$ cat config.mk
export PLATFORM = sky130hd
export DESIGN_NAME = b_dly_code_ctrl
export DESIGN_NICKNAME = d
export VERILOG_FILES = /design/src/rtl/b_dly_code_ctrl.sv
export SDC_FILE = /design/constraint.sdc
export NUM_CORES = 1
export LEC_CHECK = 0
export CAP_MARGIN = 20
export CORE_MARGIN = 2
export CORE_UTILIZATION = 55
export DETAILED_ROUTE_END_ITERATION = 10
export PLACE_DENSITY = 0.84
export SYNTH_ARGS = -nofsm -noshare
export SYNTH_HDL_FRONTEND = slang
export SYNTH_SLANG_ARGS = --single-unit
export TNS_END_PERCENT = 1
$ cat constraint.sdc
create_clock -name i_clk -period 6.58 [get_ports i_clk]
set_clock_uncertainty 0.1 [all_clocks]
set_input_delay 1.645 -clock i_clk [delete_from_list [all_inputs] [get_ports i_clk]]
set_output_delay 1.645 -clock i_clk [all_outputs]
set_load 0.01 [all_outputs]
$ cat src/rtl/b_dly_code_ctrl.sv
// Delay-code controller: slews the applied {coarse, fine} code toward a target, one LSB per STEP_CYC cycles.
// Define DLY_CTRL_THERM_EN to add the registered fine thermometer output o_sel_fine.
module b_dly_code_ctrl #(
    parameter int unsigned FINE_BITS   = 6,
    parameter int unsigned COARSE_BITS = 3,
    parameter int unsigned STEP_CYC    = 4,
    parameter logic [FINE_BITS+COARSE_BITS-1:0] RST_CODE = '0
) (
    input  logic                              i_clk,
    input  logic                              i_rstn,
    input  logic                              i_tgt_vld,
    output logic                              o_tgt_rdy,
    input  logic [FINE_BITS+COARSE_BITS-1:0]  i_tgt_code,
    input  logic                              i_freeze,
    output logic [FINE_BITS+COARSE_BITS-1:0]  o_dly_sel,
`ifdef DLY_CTRL_THERM_EN
    output logic [2**FINE_BITS-1:0]           o_sel_fine,
`endif
    output logic                              o_busy,
    output logic                              o_done
);

    localparam int unsigned W     = FINE_BITS + COARSE_BITS;
    localparam int unsigned CNT_W = (STEP_CYC > 1) ? $clog2(STEP_CYC) : 1;
    localparam logic [CNT_W-1:0] CNT_MAX = CNT_W'(STEP_CYC - 1);

    localparam logic [1:0] S_IDLE = 2'd0;
    localparam logic [1:0] S_RUN  = 2'd1;
    localparam logic [1:0] S_DONE = 2'd2;

    logic [1:0]       state, state_nxt;
    logic [W-1:0]     tgt, tgt_nxt;
    logic [W-1:0]     code_nxt;
    logic [CNT_W-1:0] cnt, cnt_nxt;

`ifdef DLY_CTRL_THERM_EN
    localparam int unsigned T = 1 << FINE_BITS;

    function automatic logic [T-1:0] therm(input logic [FINE_BITS-1:0] f);
        logic [T-1:0] t;
        t = '0;
        for (int unsigned k = 0; k < T; k++) begin
            t[k] = (k < 32'(f));
        end
        return t;
    endfunction
`endif

    assign o_tgt_rdy = (state == S_IDLE);

    always_comb begin
        state_nxt = state;
        tgt_nxt   = tgt;
        cnt_nxt   = cnt;
        code_nxt  = o_dly_sel;
        case (state)
            S_IDLE: begin
                if (i_tgt_vld) begin
                    tgt_nxt   = i_tgt_code;
                    cnt_nxt   = '0;
                    state_nxt = (i_tgt_code == o_dly_sel) ? S_DONE : S_RUN;
                end
            end
            S_RUN: begin
                if (!i_freeze) begin
                    if (cnt != CNT_MAX) begin
                        cnt_nxt = cnt + 1'b1;
                    end else begin
                        // Single W-bit add/sub lets fine carry/borrow flow into coarse.
                        cnt_nxt  = '0;
                        code_nxt = (tgt > o_dly_sel) ? o_dly_sel + 1'b1 : o_dly_sel - 1'b1;
                        if (code_nxt == tgt) begin
                            state_nxt = S_DONE;
                        end
                    end
                end
            end
            S_DONE:  state_nxt = S_IDLE;
            default: state_nxt = S_IDLE;
        endcase
    end

    always_ff @(posedge i_clk or negedge i_rstn) begin
        if (!i_rstn) begin
            state      <= S_IDLE;
            tgt        <= '0;
            cnt        <= '0;
            o_dly_sel  <= RST_CODE;
            o_busy     <= 1'b0;
            o_done     <= 1'b0;
`ifdef DLY_CTRL_THERM_EN
            o_sel_fine <= therm(RST_CODE[FINE_BITS-1:0]);
`endif
        end else begin
            state      <= state_nxt;
            tgt        <= tgt_nxt;
            cnt        <= cnt_nxt;
            o_dly_sel  <= code_nxt;
            o_busy     <= (state_nxt == S_RUN);
            o_done     <= (state_nxt == S_DONE);
`ifdef DLY_CTRL_THERM_EN
            o_sel_fine <= therm(code_nxt[FINE_BITS-1:0]);
`endif
        end
    end

endmodule
# After elaboration in Yosys (flattened, before gate mapping)
# Index checks and enable logic that the tools add are counted.
# Widths: inputs -> output; s select.
dict set report word_totals {
  register_bits 24
  out_inout_bits 12
  wordCells 36
}
dict set report classes {
  add_sub_neg 3
  magnitude_cmp 1
  n_eq_ne 8
  mux 11
  bitwise 2
  n_reduce_logical 5
}
# operator n
set ops {}
lappend ops {{$eq 9x9->1} 2}
lappend ops {{$mux 2} 8}
lappend ops {{$add 9x1->9 const B} 1}
lappend ops {{$gt 9x9->1} 1}
lappend ops {{$mux 9} 1}
lappend ops {{$sub 9x1->9 const B} 1}
lappend ops {{$pmux 2 s2} 2}
lappend ops {{$ne 2x2->1 const B} 3}
lappend ops {{$reduce_and 3->1} 2}
lappend ops {{$eq 2x1->1 const B} 2}
lappend ops {{$add 2x1->2 const B} 1}
lappend ops {{$eq 2x2->1 const B} 1}
lappend ops {{$logic_not 2->1} 1}
lappend ops {{$not 1->1} 2}
lappend ops {{$reduce_and 2->1} 1}
lappend ops {{$reduce_bool 2->1} 1}

# Logic depth before layout (Yosys ltp)
# Gate-level depths: netlist (run 1).
dict set report depth {
  word_depth 8
  mapped_depth 14
  mapped_depth_nobuf 14
}

# Worst setup path before layout (run 1)
# Ideal clock, no wire load.
dict set report synth_timing {
  path_type {reg-to-reg}
  start {register o_dly_sel[8]}
  end {register o_busy}
  setup_time_ns 0.121
  t_arrival_ns 4.062
  t_required_ns 6.359
  slack_ns 2.297
  stages_incl_launch_ff 13
  cell_sequence {dfrtp_1 -> inv_1 -> ha_1 -> nand3_1 -> o32ai_1 -> ha_1 -> a21o_1 -> a21oi_2 -> o21ai_2 -> a31oi_4 -> xnor3_1 -> or4_4 -> a32o_2}
}
dict set report synth_via {
  elab_chain_len 8
  word_cells_on_any_way 13
  classes_between {add/sub (2); order compare (1); eq/ne (3); mux (7)}
}
# item line_no
set synth_rtl {}
lappend synth_rtl {{start: declaration} 15} ;# output logic [FINE_BITS+COARSE_BITS-1:0] o_dly_sel,
lappend synth_rtl {{start signal: assignment} 98} ;# o_dly_sel <= code_nxt;
lappend synth_rtl {{$sub 9x1->9 (tied with other cells)} 71} ;# code_nxt = (tgt > o_dly_sel) ? o_dly_sel + 1'b1 : o_dly_sel - 1'b1;
lappend synth_rtl {{$mux 9} 71}
lappend synth_rtl {{$eq 9x9->1} 72} ;# if (code_nxt == tgt) begin
lappend synth_rtl {{$mux 2} 72}
lappend synth_rtl {{$mux 2} 66} ;# if (cnt != CNT_MAX) begin
lappend synth_rtl {{$mux 2} 65} ;# if (!i_freeze) begin
lappend synth_rtl {{$pmux 2 s2 *} 56} ;# case (state)
lappend synth_rtl {{$eq 2x1->1 *} 99} ;# o_busy <= (state_nxt == S_RUN);
lappend synth_rtl {{end signal: assignment} 99}
lappend synth_rtl {{end: declaration} 19} ;# output logic o_busy,
# Every way passes the cells marked *; elsewhere a longest branch is shown, timed or not.
# A chain may end at the register's enable or synchronous reset.

# Final worst setup path (run 1)
dict set report layout_timing {
  start {register o_dly_sel[5]}
  end {register state[0]}
}
dict set report layout_via {
  elab_chain_len 7
  word_cells_on_any_way 12
  classes_between {add/sub (2); order compare (1); eq/ne (2); mux (7)}
}
# item line_no
set layout_rtl {}
lappend layout_rtl {{$sub 9x1->9 (tied with other cells)} 71}
lappend layout_rtl {{$mux 9} 71}
lappend layout_rtl {{$eq 9x9->1} 72}
lappend layout_rtl {{$mux 2} 72}
lappend layout_rtl {{$mux 2} 66}
lappend layout_rtl {{$mux 2} 65}
lappend layout_rtl {{$pmux 2 s2 *} 56}
lappend layout_rtl {{named net state_nxt[0]} 31} ;# logic [1:0] state, state_nxt;
lappend layout_rtl {{end signal: assignment} 95} ;# state <= state_nxt;
lappend layout_rtl {{end: declaration} 31}
# The timed path passes the listed nets; every way through them passes the cells marked *.

==> results of run 1 <==
==> placed cells by master (no fill, tap or decap), types with 2 or more instances in the layout <==
cell and count:
a22o_1 5, xnor2_1 12, nor4_1 2, a21oi_2 2
nor2_1 4, nand2_1 9, a32o_2 2, dfrtp_1 24
o22ai_1 2, clkbuf_4 3, xor2_1 13, a21oi_1 7
o211ai_1 2, inv_1 11, a21o_1 3, mux2_2 11
nand4_1 2, ha_1 17, o21ai_0 7, nand3_1 7
clkdlybuf4s50_1 24
==> per-layer routing <==
| metal | vias up | GRT usage |
|---|---|---|
| met5 | - | 0 |
| met4 | 0 | 0.127 |
| met3 | 12 | 0.0218 |
| met2 | 39 | 0.400 |
| met1 | 642 | 0.285 |
| li1 | 633 | - |
==> metrics by stage <==
step / hold WS, ps / area [um^2] / instances
CTS: 463 / 2000 / 219
floorplan: 393 / 1700 / 161
global route: 498 / 2020 / 220
finish: 470 / 2020 / 220
detailed placement: 427 / 1980 / 216
global placement: 414 / 1980 / 216
==> area by class of cell <==
type | instances | area (um^2) | area share
clock buffers | 3 | 22.5 | 0.0112
inverters | 11 | 41.3 | 0.0205
multi-input cells | 123 | 1050 | 0.520
flip-flops and latches | 24 | 601 | 0.298
well taps | 33 | 41.3 | 0.0205
repair buffers | 26 | 263 | 0.130
==> flip-flops by register name, summed over array words and instances (netlist names) <==
signal     cells
o_done         1
tgt            9
o_dly_sel      9
o_busy         1
state          2
cnt            2
==> worst max-delay path, stage by stage (launching register included) <==
cell and delay (ps):
dfrtp_1 460, inv_1 70, ha_1 320, nand3_1 120
a21o_1 170, a31oi_1 120, o32ai_1 100, buf_4 190
fa_1 460, a21oi_2 240, o21ai_2 130, a31oi_4 220
xnor3_1 410, or4_4 560, a32o_2 280
==> cells by family (layout without fill, tap and decap cells) <==
| kind of cell | after synthesis | after routing | synth area share |
|---|---|---|---|
| compound gates | 37 | 37 | 0.160 |
| xor+xnor | 27 | 27 | 0.157 |
| fa+ha+maj | 18 | 18 | 0.137 |
| buf+inv | 14 | 40 | 0.0309 |
| flops | 24 | 24 | 0.353 |
| mux | 11 | 11 | 0.0728 |
| simple gates | 30 | 30 | 0.0890 |
==> path summary, 6_finish.rpt <==
| check | start | end | slack (ps) | cells past startpoint |
|---|---|---|---|---|
| worst max-delay path | o_dly_sel[5] | state[0] | 2520 | 14 |
| worst min-delay path | cnt[1] | cnt[1] | 470 | 1 |
| worst max register to register | o_dly_sel[5] | state[0] | 2520 | 14 |
| worst min register to register | cnt[1] | cnt[1] | 470 | 1 |
| max in group asynchronous | i_rstn | tgt[1] | 4330 | 2 |
| min in group asynchronous | i_rstn | o_dly_sel[8] | 1570 | 1 |
==> flow_summary.ini, run 1 <==
[outcome]
status = completed

[layout]
fillers = 250
drive_above_1_share = 0.134
fin_util = 0.671
final_net_count = 220
syn2layout_area_growth_pct = 18.5
antenna_cells = 0

[yosys]
synth_cells = 161
ys_ff_latch = 24
synth-warning-count = 0
post-synth-top-count-cell = dfrtp_1
avgSynthCellArea_um2 = 10.6
netlist_top_cells_count = dfrtp_1, ha_1, xor2_1
async_reset_ff_frac = 1.00
ys_seq_area_frac = 0.353
netlist-cell-type-count = 36
syn_nets = 192
synth_area_leaders = dfrtp_1, ha_1, mux2_2
ys.flop_type = dfrtp_1
synth-edff-count = 0
synth_area_um2 = 1700
yosys.area.top_type = dfrtp_1
yosysTopAreaCellShare = 0.353

[detailed_routing]
dr_wl_met3_um = 141
wl_met1_um = 1620
top_layer = met4
drc = 0
avgViaCountPerCell = 6.03
first_iter_violations = 25
drt_pass1_iterations = 4
ant_nets = 0
wl_met2_um = 1810
post_drt_wl_per_cell_um = 16.8
num_vias = 1326
wirelength_um = 3690

[clock_network]
cts_tree = built
hold_buffers = 0
post_cts_buffers = 0
clock_path_buffers = 2
clk_pin_slew_ps = 130
insertion_delay_ps = 310
cts_resized = 0
cts_sinks = 24
cts_root_buf = clkbuf_4
numCtsBuffers = 3
htree_levels = 1

[global_route]
antenna_found_initial = 0
overflow = 0
grt_max_degree = 25
grt_pass1_wl_um = 6110
grt_pass1_vias = 1377
grtUsageTotal = 0.233

[floorplan]
ios = 25
initial_core_util = 0.566
rows = 20
die_h_um = 59.6
dieArea_um2 = 3550
fp.dieW_um = 59.6
core_um2 = 3000

[critical_path]
critPathArrivalTime_ps = 4170
worstSetupPathType = flop to flop
worst-endpoint-required_ps = 6690
critPathMaxFanout = 10
endpoint_kind = flop
start_kind = flop

[sta]
period_needed_ps = 4060
setup_tns_ps = 0
hold_viol = 0
tightestPinTransition_ps = 843
rsz0062_at_grt = no
timing.final.ws_setup_ps = 2520
relSlewSlack = 0.437
max_freq_ghz = 0.247
setup_viol = 0
post-route-period-util = 0.616
slew_violations = 0

[flow_run]
maxCapViolCount = 0

[place]
place_ws_ps = 2570
place.gp.congestion = 0.951
hpwlAfterDp_um = 2900
io_buffer_count = 24

[hold_path]
hp-class = flop to flop
Power of run 1 is not shown: default switching activity piles up to over one toggle a cycle in this logic, so the estimate is an artifact.
==> run 2: changes to the inputs <==
--- a/config.mk
+++ b/config.mk
@@ -7,9 +7,9 @@
 export LEC_CHECK = 0
 export CAP_MARGIN = 20
 export CORE_MARGIN = 2
-export CORE_UTILIZATION = 55
+export CORE_UTILIZATION = 49
 export DETAILED_ROUTE_END_ITERATION = 10
-export PLACE_DENSITY = 0.84
+export PLACE_DENSITY = 0.79
 export SYNTH_ARGS = -nofsm -noshare
 export SYNTH_HDL_FRONTEND = slang
 export SYNTH_SLANG_ARGS = --single-unit
==> constraint.sdc (replaced) <==
create_clock -name i_clk -period 3.7 [get_ports i_clk]
set_clock_uncertainty 0.1 [all_clocks]
set_input_delay 0.925 -clock i_clk [delete_from_list [all_inputs] [get_ports i_clk]]
set_output_delay 0.925 -clock i_clk [all_outputs]
set_load 0.01 [all_outputs]
==> flow_summary.ini, run 2 (synthesis results as in run 1) <==
[global_route]
antenna_found_initial = 0
grt_max_degree = 25
overflow = 0
grtUsageTotal = 0.228
grt_pass1_wl_um = 6920
grt_pass1_vias = 1481

[critical_path]
endpoint = state[0]
path_cells = ha_4 -> nand3b_1 -> a21o_1 -> a31oi_4 -> o32ai_4 -> buf_4 -> ha_4 -> a21o_1 -> a21oi_2 -> o21ai_4 -> a31oi_4 -> xnor3_1 -> or4_4 -> a32o_2
r2r_slack_ps = -8
critPathArrivalTime_ps = 3850
endpoint_kind = flop
crit_path_start = tgt[2]
cpPeakStageDelay_ps = 540
r2r-end = state[0]
start_kind = flop
worst-endpoint-required_ps = 3840
reg2regPathDepth = 14
slowest_stage = or4_4
r2r-start = tgt[2]
worstSetupPathType = flop to flop
critPathMaxFanout = 7

[flow_run]
maxCapViolCount = 0

[floorplan]
die_h_um = 62.9
ios = 25
rows = 21
core_um2 = 3340
dieArea_um2 = 3960
fp.dieW_um = 62.9
initial_core_util = 0.510

[clock_network]
cts_root_buf = clkbuf_4
htree_levels = 1
cts_sinks = 24
insertion_delay_ps = 330
clock_path_buffers = 2
cts_tree = built
clk_pin_slew_ps = 140
numCtsBuffers = 3

[sta]
timing.final.ws_setup_ps = -7.87
period_needed_ps = 3710
post-route-period-util = 1.00
tightestPinTransition_ps = 866
hold_viol = 0
setup_viol = 2
relSlewSlack = 0.422
slew_violations = 0
max_freq_ghz = 0.270
setup_tns_ps = -11.3
rsz0062_at_grt = yes

[detailed_routing]
wirelength_um = 4670
drc = 0
post_drt_wl_per_cell_um = 18.0
avgViaCountPerCell = 5.61
drt_pass1_iterations = 4
num_vias = 1452
first_iter_violations = 50
ant_nets = 0

[place]
place.gp.congestion = 0.840
io_buffer_count = 24
hpwlAfterDp_um = 3210

[layout]
syn2layout_area_growth_pct = 46.7
layout_commonest_cell = buf_4
reg_top3 = o_dly_sel x9, tgt x9
final_net_count = 245
final_cell_mix = buf_4, clkdlybuf4s50_1, dfrtp_1
drive_above_1_share = 0.385
antenna_cells = 0

[hold_path]
hp-class = flop to flop
whs_path_depth = 1

[outcome]
violations = setup timing
status = complete, but fails checks
[run 2: cell count changes in the layout (fill, tap and decap cells not counted), sizes merged]
cell / change
buf: +25
clkbuf: +1
[run 2: critical path: cells and delay by family (launching register included)]
kind / cells / cell delay, ps
AOI/OAI and AO/OA: 8 / 1460
xor gates and xnor gates: 1 / 230
adders and majority gates: 2 / 570
buffers and inverters: 1 / 170
DFF: 1 / 450
and+or+nand+nor: 2 / 630
[run 2: layer usage]
metal / track usage / up-vias / wire [um]
li1: - / 684 / -
met2: 0.394 / 25 / 2440
met4: 0.111 / 0 / 142
met1: 0.275 / 730 / 1960
met3: 0.0360 / 13 / 129
met5: 0 / - / 0
[run 2: through the flow]
stage	utilization	std cells	setup WS, ps	cell area [um^2]	hold WS (ps)
finish	0.748	259	-7.87	2490	460
global route	0.748	259	-78.1	2490	486
CTS	0.672	248	2.16	2240	469
detailed placement	0.643	240	-75.7	2140	432
global placement	0.643	240	108	2140	417
floorplan	-	161	59.0	1770	393
[run 2: what timing repair did]
action                     CTS  global route
resized for setup            5            22
setup buffers                4            11
setup endpoints to repair    2             4
pin swaps                    5            17
hold buffers                 0             0
[run 2: worst min-delay path by stage]
stage / start / end / slack, ps
after detailed placement: cnt[1] / cnt[1] / 430
after CTS: cnt[1] / cnt[1] / 470
final: tgt[6] / tgt[6] / 460
after global routing: tgt[6] / tgt[6] / 490
after global placement: cnt[1] / cnt[1] / 420
after floorplan: cnt[1] / cnt[1] / 390
[run 2: area by class of cell]
cell class                 count  area [um^2]
clock buffer                   4         36.3
fill                         215          842
inverter                      11         41.3
multi-input combinational    123         1310
sequential                    24          606
tap                           46         57.6
timing repair buffer          51          447
Power of run 2 is left out for the same reason.
==> run 3: changes to the inputs <==
--- a/config.mk
+++ b/config.mk
@@ -8,6 +8,7 @@
 export CAP_MARGIN = 20
 export CORE_MARGIN = 2
 export CORE_UTILIZATION = 49
+export CTS_CLUSTER_DIAMETER = 80
 export DETAILED_ROUTE_END_ITERATION = 10
 export PLACE_DENSITY = 0.79
 export SYNTH_ARGS = -nofsm -noshare
==> results of run 3 <==
The final DEF is identical to that of run 2; final timing and power are the same.
Power of run 3 is left out for the same reason.
==> edit 1 (config.mk and constraints of run 2) <==
The option `DLY_CTRL_THERM_EN` is turned on by a define.
--- a/src/rtl/b_dly_code_ctrl.sv
+++ b/src/rtl/b_dly_code_ctrl.sv
@@ -1,5 +1,7 @@
 // Delay-code controller: slews the applied {coarse, fine} code toward a target, one LSB per STEP_CYC cycles.
 // Define DLY_CTRL_THERM_EN to add the registered fine thermometer output o_sel_fine.
+`define DLY_CTRL_THERM_EN
+
 module b_dly_code_ctrl #(
     parameter int unsigned FINE_BITS   = 6,
     parameter int unsigned COARSE_BITS = 3,
Formal check against the unedited RTL (old outputs only; new: o_sel_fine): equivalent (Yosys induction, for registers that start in step).
==> edit 1 against run 2 <==
Cell area is 140% higher; synthesized cell count is 140% higher; synthesized area grew 140%; wire length is 140% higher; worst setup slack got worse by 0.11 ns; first-iteration DRC count rose to 3.5 times the old value; non-clock buffer count increased by 96; sequential cell count up 62; the run still ends with setup timing left; global-route usage up 2.7 points.
Power is not shown: default switching activity piles up to over one toggle a cycle in this logic, so the estimate is an artifact.
==> edit 1: results (changes against run 2) <==
- Buffers on Ports: 87 (+260%)
- Failing checks: setup timing
- Pre-CTS setup slack: -0.1850 ns (-0.1092 ns)
- Top cells by count, synth: 86 x dfrtp_1, 28 x nor2_1, 24 x a21oi_1, 24 x nand2_1, 19 x nand3_1
- DR pass1 iterations: 4 (unchanged)
- Placement Cell Area: 5579 um^2 (+160%)
- # diodes: 0 (unchanged)
- All-Layer GR Usage: 25.53% (+2.7 points)
- Post-Syn Nets: 418 (+120%)
- Fillers: 554 (+160%)
- Largest regs: o_sel_fine x63, tgt x9, o_dly_sel x8
- CP max FO: 8 (+1)
- Initial antenna violation count: 0 (unchanged)
- DP Wirelength: 7831 um (+140%)
- Max H-tree Level: 3 (+2)
- Slowest CP cell: or4b_4
- Finished Core Util: 73.18% (-1.6 points)
- Final Setup Violations: 4 (+2)
- Synth top area cells: dfrtp_1 52%, ha_1 5.4%, xnor2_1 3.4%
- Crit path DAT: 3.97 ns (+0.12 ns)
- Post-synthesis sequential area ratio: 52.04% (+17 points)
- CTS root buffer: clkbuf_8
- Synth warn: 0 (unchanged)
- Clock Path Buffers: 2 (unchanged)
- Worst hold path class: primary input to asynchronous set/reset pin
- First-pass GRT wire length: 17,660 um (+160%)
- Starting DRT DRC Count: 177 (+250%)
- CTS Buf Count: 9 (+6)
- Share of cells above drive strength 1: 28.05% (-10 points)
- Clk Latency, worst-skew pair: 0.35 ns (+0.02 ns)
- Vias/cell: 5.641 (+0.62%)
- WL final: 11,090 um (+140%)
- Run status: finished with violations
- Largest net degree at the start of global routing: 87 (+250%)
- Final setup margin: -0.1134 ns (-0.1055 ns)
- Slowest stage delay, CP: 0.53 ns
- Clock Pin Slew Worst Setup and Hold Paths: 0.09 ns (-0.05 ns)
- Vias in the first global route: 3,592 (+140%)
- Nets@finish: 552 (+130%)
- Unique cell type count in the Yosys netlist: 63 (+75%)
- Final Wtd Congestion: 0.9001 (+7.1%)
- Worst Max-Slew Pin Slew: 0.5997 ns (-0.2665 ns)
## edit 1: cell types whose count changed after synthesis, sizes merged, moves of 9 or more
cell,delta
dfrtp,+62
nor2,+25
nand2,+15
a21oi,+15
nor3,+15
nand3,+12
o21ai,+9
clkbuf,+14
## edit 1: per-layer routing
metal	GRT usage (%)	up-vias	share of wire [%]
met3	5.325	23	5.3
met4	8.333	0	2.3
met1	33.87	1772	41
li1	-	1631	-
met2	42.07	122	51
met5	0	-	0
## edit 1: final cells by class
class                           instances  share of cell area, %
Tap cell                              105                  2.185
Clock inverter                          6                  1.186
Multi-Input combinational cell        260                  34.96
Inverter                               16                  1.061
Clock buffer                            9                  2.060
Sequential cell                        86                  35.95
Timing Repair Buffer                  147                  22.60
## edit 1: worst max-delay path, delay by kind of cell (launching register included)
kind	cells	cell delay, ns
AO/OA/AOI/OAI	5	1.11
AND/OR/NAND/NOR	5	1.42
adder cells (fa/ha/maj)	2	0.65
flip-flops	1	0.44
## edit 1: what timing repair did
item                                    in CTS  in global routing
gates cloned                                 0                  0
buffers inserted                             4                  0
endpoints found under the setup margin      17                 67
pin swaps                                   12                 10
gates resized for setup                     11                 25
## edit 1: logic make-up after synthesis
kind of cell               synth area share (%)
other                                   0.09068
AOI/OAI and AO/OA                         14.07
muxes                                     2.179
adders and majority gates                 5.931
xor gates and xnor gates                  6.656
and+or+nand+nor                           14.89
DFF                                       52.04
buffers and inverters                     4.145
## edit 1: metrics by stage
step	instances	TNS [ns]
6_report	629	-0.2527
5_1_grt	629	-1.250
3_5_place_dp	609	-0.5438
4_1_cts	628	-0.1836
3_3_place_gp	609	-0.1246
2_1_floorplan	386	-0.2481
## edit 1: worst paths after layout
kind                                     from                       end  slack (ns)  depth (start not counted)
max                        tgt[4]$_DFFE_PN0P_        state[1]$_DFF_PN0_       -0.11                         12
min                                    i_rstn        tgt[8]$_DFFE_PN0P_        0.30                          1
max reg2reg                tgt[4]$_DFFE_PN0P_        state[1]$_DFF_PN0_       -0.11                         12
min reg2reg                cnt[1]$_DFFE_PN0P_        cnt[1]$_DFFE_PN0P_        0.44                          1
max in group asynchronous              i_rstn  o_sel_fine[31]$_DFF_PN0_        2.58                          2
min in group i_clk         cnt[1]$_DFFE_PN0P_        cnt[1]$_DFFE_PN0P_        0.44                          1
==> edit 2 (config.mk and constraints of run 2) <==
Made on the original files. Make the reset (`i_rstn`) synchronous in one clocked block.
--- a/src/rtl/b_dly_code_ctrl.sv
+++ b/src/rtl/b_dly_code_ctrl.sv
@@ -80,7 +80,7 @@
         endcase
     end
 
-    always_ff @(posedge i_clk or negedge i_rstn) begin
+    always_ff @(posedge i_clk) begin
         if (!i_rstn) begin
             state      <= S_IDLE;
             tgt        <= '0;
Check against the original RTL: differs if i_rstn is asserted again (counterexample within 4 cycles, from zero or initial values and one cycle with i_rstn low); with i_rstn held inactive, the same outputs for 10 cycles.
==> edit 2 against run 2 <==
Sequential share of layout area down 4.7 points; count of clock-buffer cells in the layout is 1 lower; critical path depth unchanged; synthesized area rose by 12%; wire length grew 8.6%; core utilization fell by 8.8 points; non-clock buffer count shrank 1; final cell count up 22%; sequential cell count stayed put; worst setup slack better by 0.082 ns; fmax increased by 2.3%; cell area down 1.8%; largest cell class unchanged.
Power is left out: it rests on default switching activity, and per cell area and clock period it moved more than threefold.
==> edit 2: results (changes against run 2) <==
- Largest delay contributor family on the critical path: simple AND/OR/NAND/NOR gates
- Clk Latency, worst-skew pair: 0.26 ns (-0.07 ns)
- Vias/cell: 5.814 (+3.7%)
- Final TNS setup: 0 ns (+0.01131 ns)
- Slowest CP cell: or3b_2
- Synth top area cells: dfxtp_1 25%, ha_1 11%, nand2_1 6.1%
- Final Wtd Congestion: 0.8790 (+4.6%)
- Vias in the first global route: 1,744 (+18%)
- Clock Pin Slew Worst Setup and Hold Paths: 0.08 ns (-0.06 ns)
- Post-synthesis sequential area ratio: 25.18% (-10 points)
- # diodes: 0 (unchanged)
- Slowest stage delay, CP: 0.51 ns (-0.03 ns)
- CP max FO: 6 (-1)
- Placed cells: 310 (+29%)
- CTS root buffer: clkbuf_8
- All-Layer GR Usage: 23.95% (+1.2 points)
- Crit path DAT: 3.73 ns (-0.12 ns)
- Mean Syn Cell Area: 8.480 um^2 (-20%)
- Wire per inst: 15.99 um (-11%)
- Share of cells above drive strength 1: 20.45% (-18 points)
- Nets@finish: 302 (+23%)
- Unique cell type count in the Yosys netlist: 58 (+61%)
- Slew headroom: 65.41% (+23 points)
- Run status: finished, final reports clean
- Vias: 1,843 (+27%)
- Top cells by count, synth: 31 x nand2_1, 24 x dfxtp_1, 21 x a21oi_1, 17 x ha_1, 14 x nor2_1
- Post-Syn Nets: 256 (+33%)
- First-pass GRT wire length: 7962 um (+15%)
- Async set-or-reset flop fraction in the synthesized netlist: 0% (-100 points)
- Pre-CTS setup slack: 0.04422 ns (+0.1199 ns)
- Clock Path Buffers: 2 (unchanged)
- Fillers: 312 (+45%)
- Starting DRT DRC Count: 147 (+190%)
- Placement Cell Area: 2282 um^2 (+6.4%)
- Max-cap violations: 0 (unchanged)
- Largest net degree at the start of global routing: 19 (-24%)
- DP Wirelength: 3859 um (+20%)
-- edit 2: worst paths after layout --
check	from	endpoint	slack, ns	depth (start not counted)
worst min register to register	tgt[0]$_SDFFE_PN0P_	tgt[0]$_SDFFE_PN0P_	0.36	2
worst max register to register	o_dly_sel[8]$_SDFFE_PN0P_	o_dly_sel[8]$_SDFFE_PN0P_	0.07	14
worst min-delay path	tgt[0]$_SDFFE_PN0P_	tgt[0]$_SDFFE_PN0P_	0.36	2
worst max-delay path	o_dly_sel[8]$_SDFFE_PN0P_	o_dly_sel[8]$_SDFFE_PN0P_	0.07	14
-- edit 2: cell families (layout without fill, tap and decap cells) --
logic type	after synthesis	count (layout)	synth area share (%)
adders and majority gates	18	18	12.20
and+or+nand+nor	77	77	19.61
xor gates and xnor gates	25	25	12.98
buffers and inverters	22	66	7.344
DFF	24	24	25.18
AOI/OAI and AO/OA	56	56	21.11
muxes	3	3	1.574
-- edit 2: repair_timing --
item | CTS | global route
setup buffers | 0 | 4
setup endpoints to repair | 1 | 6
gates resized for setup | 1 | 20
pin swaps | 0 | 11
-- edit 2: area by class of cell --
| type | count | area (um^2) | share of cell area, % |
|---|---|---|---|
| Clock buffer | 3 | 41.29 | 1.685 |
| Inverter | 13 | 48.80 | 1.992 |
| Multi-Input combinational cell | 179 | 1384 | 56.49 |
| Sequential cell | 24 | 480.5 | 19.61 |
| Tap cell | 48 | 60.06 | 2.451 |
| Timing Repair Buffer | 50 | 435.4 | 17.77 |
-- edit 2: layer usage --
| metal | GRT usage (%) | routed length, um | share of wire (%) |
|---|---|---|---|
| met4 | 12.24 | 138 | 2.7 |
| met3 | 4.089 | 293 | 5.8 |
| met2 | 38.13 | 2404 | 47 |
| met1 | 30.87 | 2233 | 44 |
| met5 | 0 | 0 | 0 |
